$ cat src/rtl/mux2t1_64_arbiter.sv
// ============================================================================
//  Module   : mux2t1_64_arbiter
//  Function : Round-robin packet arbiter steering a shared 2:1 64-bit mux
//             onto one registered valid/ready output stream.
//  Revision : 1.0  initial release
// ============================================================================
`default_nettype none

module mux2t1_64_arbiter #(
    parameter int W = 64
) (
    input  logic         clk,
    input  logic         rst,
    input  logic         a_valid,
    input  logic [W-1:0] a_data,
    input  logic         a_last,
    output logic         a_ready,
    input  logic         b_valid,
    input  logic [W-1:0] b_data,
    input  logic         b_last,
    output logic         b_ready,
    output logic         o_valid,
    output logic [W-1:0] o_data,
    output logic         o_last,
    input  logic         o_ready,
    output logic         sel,
    output logic         busy
);

    localparam logic [1:0] S_IDLE   = 2'd0;
    localparam logic [1:0] S_LOCK_A = 2'd1;
    localparam logic [1:0] S_LOCK_B = 2'd2;

    logic [1:0]   state_q, state_d;
    logic         prio_q, prio_d;
    logic         o_valid_q, o_valid_d;
    logic [W-1:0] o_data_q, o_data_d;
    logic         o_last_q, o_last_d;

    logic         w_gnt_vld;
    logic         w_gnt_b;
    logic         w_can_load;
    logic         w_xfer;
    logic [W-1:0] w_mux_data;
    logic         w_mux_last;

    // State register
    always_ff @(posedge clk) begin
        if (rst) begin
            state_q   <= S_IDLE;
            prio_q    <= 1'b0;
            o_valid_q <= 1'b0;
            o_data_q  <= '0;
            o_last_q  <= 1'b0;
        end else begin
            state_q   <= state_d;
            prio_q    <= prio_d;
            o_valid_q <= o_valid_d;
            o_data_q  <= o_data_d;
            o_last_q  <= o_last_d;
        end
    end

    // Grant: a held lock ignores the other side even while the owner stalls
    always_comb begin
        w_gnt_vld = 1'b0;
        w_gnt_b   = 1'b0;
        case (state_q)
            S_LOCK_A: begin
                w_gnt_vld = 1'b1;
                w_gnt_b   = 1'b0;
            end
            S_LOCK_B: begin
                w_gnt_vld = 1'b1;
                w_gnt_b   = 1'b1;
            end
            default: begin
                if (a_valid && b_valid) begin
                    w_gnt_vld = 1'b1;
                    w_gnt_b   = prio_q;
                end else if (a_valid) begin
                    w_gnt_vld = 1'b1;
                    w_gnt_b   = 1'b0;
                end else if (b_valid) begin
                    w_gnt_vld = 1'b1;
                    w_gnt_b   = 1'b1;
                end
            end
        endcase
    end

    assign w_can_load = !o_valid_q || o_ready;
    assign w_mux_data = w_gnt_b ? b_data : a_data;
    assign w_mux_last = w_gnt_b ? b_last : a_last;
    assign w_xfer     = (a_valid && a_ready) || (b_valid && b_ready);

    // Next-state logic
    always_comb begin
        state_d = state_q;
        prio_d  = prio_q;
        if (state_q != S_IDLE && state_q != S_LOCK_A && state_q != S_LOCK_B) begin
            state_d = S_IDLE;
        end else if (w_xfer) begin
            if (w_mux_last) begin
                state_d = S_IDLE;
                prio_d  = ~w_gnt_b;
            end else if (state_q == S_IDLE) begin
                state_d = w_gnt_b ? S_LOCK_B : S_LOCK_A;
            end
        end
    end

    // Output logic
    always_comb begin
        o_valid_d = o_valid_q;
        o_data_d  = o_data_q;
        o_last_d  = o_last_q;
        if (w_xfer) begin
            o_valid_d = 1'b1;
            o_data_d  = w_mux_data;
            o_last_d  = w_mux_last;
        end else if (o_ready) begin
            o_valid_d = 1'b0;
        end
    end

    assign a_ready = w_gnt_vld && !w_gnt_b && w_can_load && !rst;
    assign b_ready = w_gnt_vld &&  w_gnt_b && w_can_load && !rst;
    assign sel     = !rst && w_gnt_b;
    assign busy    = !rst && (state_q == S_LOCK_A || state_q == S_LOCK_B);

    assign o_valid = o_valid_q;
    assign o_data  = o_data_q;
    assign o_last  = o_last_q;

    a_never_both_ready : assert property (@(posedge clk) !(a_ready && b_ready));

endmodule

`default_nettype wire

$ cat config.mk
export PLATFORM = sky130hd
export DESIGN_NAME = mux2t1_64_arbiter
export DESIGN_NICKNAME = d
export VERILOG_FILES = /design/src/rtl/mux2t1_64_arbiter.sv
export SDC_FILE = /design/constraint.sdc
export NUM_CORES = 1
export LEC_CHECK = 0
export BUFFER_PORTS_ARGS = -buffer_cell sky130_fd_sc_hd__buf_2
export CAP_MARGIN = 20
export CORE_ASPECT_RATIO = 0.8
export CORE_MARGIN = 2
export CORE_UTILIZATION = 45
export DETAILED_ROUTE_END_ITERATION = 16
export PLACE_DENSITY = 0.82
export SLEW_MARGIN = 10
export SYNTH_ARGS = -nofsm -noshare
export SYNTH_HDL_FRONTEND = slang
export SYNTH_SLANG_ARGS = --single-unit
$ cat constraint.sdc
create_clock -name clk -period 5.9 [get_ports clk]
set_clock_uncertainty 0.15 [all_clocks]
set_input_delay 1.18 -clock clk [delete_from_list [all_inputs] [get_ports clk]]
set_output_delay 1.18 -clock clk [all_outputs]
set_load 0.05 [all_outputs]
==> metrics.txt <==
Max Fanout on Critical Path 9; WL per Instance 14.05 µm; violated checks DRC; Clock Latency Late Sink 0.34 ns; Fmax achieved 285.6 MHz; Netlist cell types 35; sink of the worst hold path o_data[43]$_SDFFE_PP0P_; Setup Fix Bufs, Post-CTS 0; Place WS 2.393 ns; die area 8697 µm²; Nets 724; total wire length 9808 µm; FF-to-FF setup slack 3.13 ns; gr usage total 0.2193; FF-to-FF End state_q[1]$_SDFFE_PP0P_; yosys warns 0; Max IR drop VDD 0.1848 mV; Clock Sinks 69; clock tree root driver cell clkbuf_8; WL met2 4788 µm; post-synthesis sequential area ratio 0.3855; share of cells above drive strength 1 0.4831; H-tree levels 3; setup ws final 2.399 ns; initial antenna violation count 0; area delta synth->final 32.23%; final hold vios 0; placed wire-length estimate 6866 µm; syn avg cell area 8.892 µm²; gate count of the mapped netlist 403; max layer used met4; Placer Congestion 0.7768; DR vias 3,564; clock tree buffer depth 2; Min Clock Period, post-route 3.501 ns; DR WL met3 660 µm; RSZ-0062 raised after global routing false; pwr dens 293.9 nW/µm²; antenna cells 0; crit end category output port; RR Startpoint state_q[0]$_SDFFE_PP0P_; CP Launch Type register; initial core utilization 0.4572; commonest cells after routing, fill and taps aside 203 x buf_2, 129 x nand2_1, 69 x nor2_1, 69 x dfxtp_1, 51 x a311oi_2; I/O Pins 205; CTS tree built; Core ar. 7838 µm²; grt ovf 0; Worst Path Buf+Inv 2; iteration-0 DRC count of the detailed router 186; measured slew at the worst slew-check pin 1.042 ns; Mapped Area 3583 µm²; Worst Setup SP state_q[0]$_SDFFE_PP0P_; num rows 29; Tcrit/Tclk final 0.5934; Chip Width 103.8 µm; Max Transition Viols Final 0; chip height 83.82 µm; Num CTS Buffers 9; hold path depth 2; drt via density 5.106; Residual DRC 2; crit-path max cell delay 0.49 ns; # hold bufs at CTS 0; critical path data required time 4.57 ns; Hold Crit Class reg2reg; Reg2Reg Depth 8; vias in the first global route 3,482; first-pass GRT wire length 15,790 µm; Relative slew margins 0.3052; CP max stage cell ha_1; Worst-path clk slew 0.07 ns; router iterations before antenna repair 11; crit-path leading delay family adder cells; Critical Path, Cell by Cell inv_1, ha_1, nand2b_4, nor2_2, a21oi_1, o311a_1, buf_2; syn_nets 542; Final ANT Viol Nets 0; Metal-1 WL 4101 µm; IO Port Bufs 204; static leakage 2.199 nW; Worst EP arrival 2.17 ns; Max Cap Viol 0; setup violators final 0; status finished with violations; commonest non-fill, non-tap cell in the layout buf_2; post-cts resize count 0; Fin Setup TNS 0 ns; hold_sp o_data[43]$_SDFFE_PP0P_; Seq cells post-synth 69; pin count of the biggest net entering global routing 85; critical path type reg2out
-- Yosys cell counts (all sizes together) --
master	count	area, µm²
a32o	1	10.01
a31oi	1	6.260
o311a	2	20.02
inv	3	11.26
buf	30	237.7
nand2	130	490.5
a311oi	64	879.6
a22oi	1	12.51
nor4	1	6.260
nor2	70	265.3
or3	1	6.260
nand2b	3	26.27
ha	4	50.05
a21oi	3	18.77
dfxtp	69	1381
and3	1	6.260
and4	1	8.760
a22o	1	8.760
o21ai	1	16.27
mux2	1	11.26
and2b	1	8.760
mux2i	2	20.02
o32ai	1	16.27
nor2b	3	23.78
clkbuf	8	41.29
-- worst max path at each step --
stage	to	slack [ns]	cells past startpoint
6_report	a_ready	2.40	7
5_1_grt	a_ready	2.26	7
4_1_cts	a_ready	2.36	7
3_5_place_dp	a_ready	2.39	6
3_3_place_gp	a_ready	2.45	6
2_1_floorplan	sel	2.20	5
-- report_power, final --
part | switching, mW | leakage [nW] | internal (mW)
clock network | 0.186 | 0.106 | 0.251
registers | 0.0201 | 0.570 | 0.507
logic | 0.300 | 1.52 | 0.129
total | 0.506 | 2.20 | 0.887
-- worst min-delay path, cell delays in order (launching register included) --
cell and delay, ns:
dfxtp_1 0.31, nor2_1 0.09, a311oi_1 0.05
-- flip-flops by register name, summed over array words and instances (netlist names) --
name	flops
o_valid	1
prio_q	1
state_q	2
o_last	1
o_data	64
-- cell families after synthesis --
kind of cell	Yosys count	synth area share
buffers and inverters	41	0.08101
AOI/OAI and AO/OA	75	0.2758
adders and majority gates	4	0.01397
and+or+nand+nor	211	0.2350
DFF	69	0.3855
muxes	3	0.008729
-- cell type report --
class | count | area (µm²)
inverters | 3 | 11.26
clock inverters | 5 | 83.83
fillers | 706 | 3099
well taps | 108 | 135.1
clock buffers | 11 | 141.4
repair buffers | 209 | 1061
flip-flops and latches | 69 | 1381
multi-input cells | 293 | 1924
-- per-layer routing --
layer  vias to the layer above  global-route usage
li1                       1764                   -
met1                      1636              0.2553
met2                       141              0.3823
met3                        23             0.05855
met4                         0             0.09337
met5                         -                   0
-- metrics by stage --
stage	std cells	power [mW]	utilization	hold slack, ns	area [µm²]
floorplan	403	0.8678	-	0.3202	3583
global placement	682	0.9564	0.5758	0.3260	4513
detailed placement	682	0.9673	0.5758	0.3417	4513
CTS	698	1.404	0.6046	0.3533	4738
global route	698	1.452	0.6046	0.3695	4738
finish	698	1.393	0.6046	0.3497	4738
No activity file was read; power rests on OpenSTA's default activity.
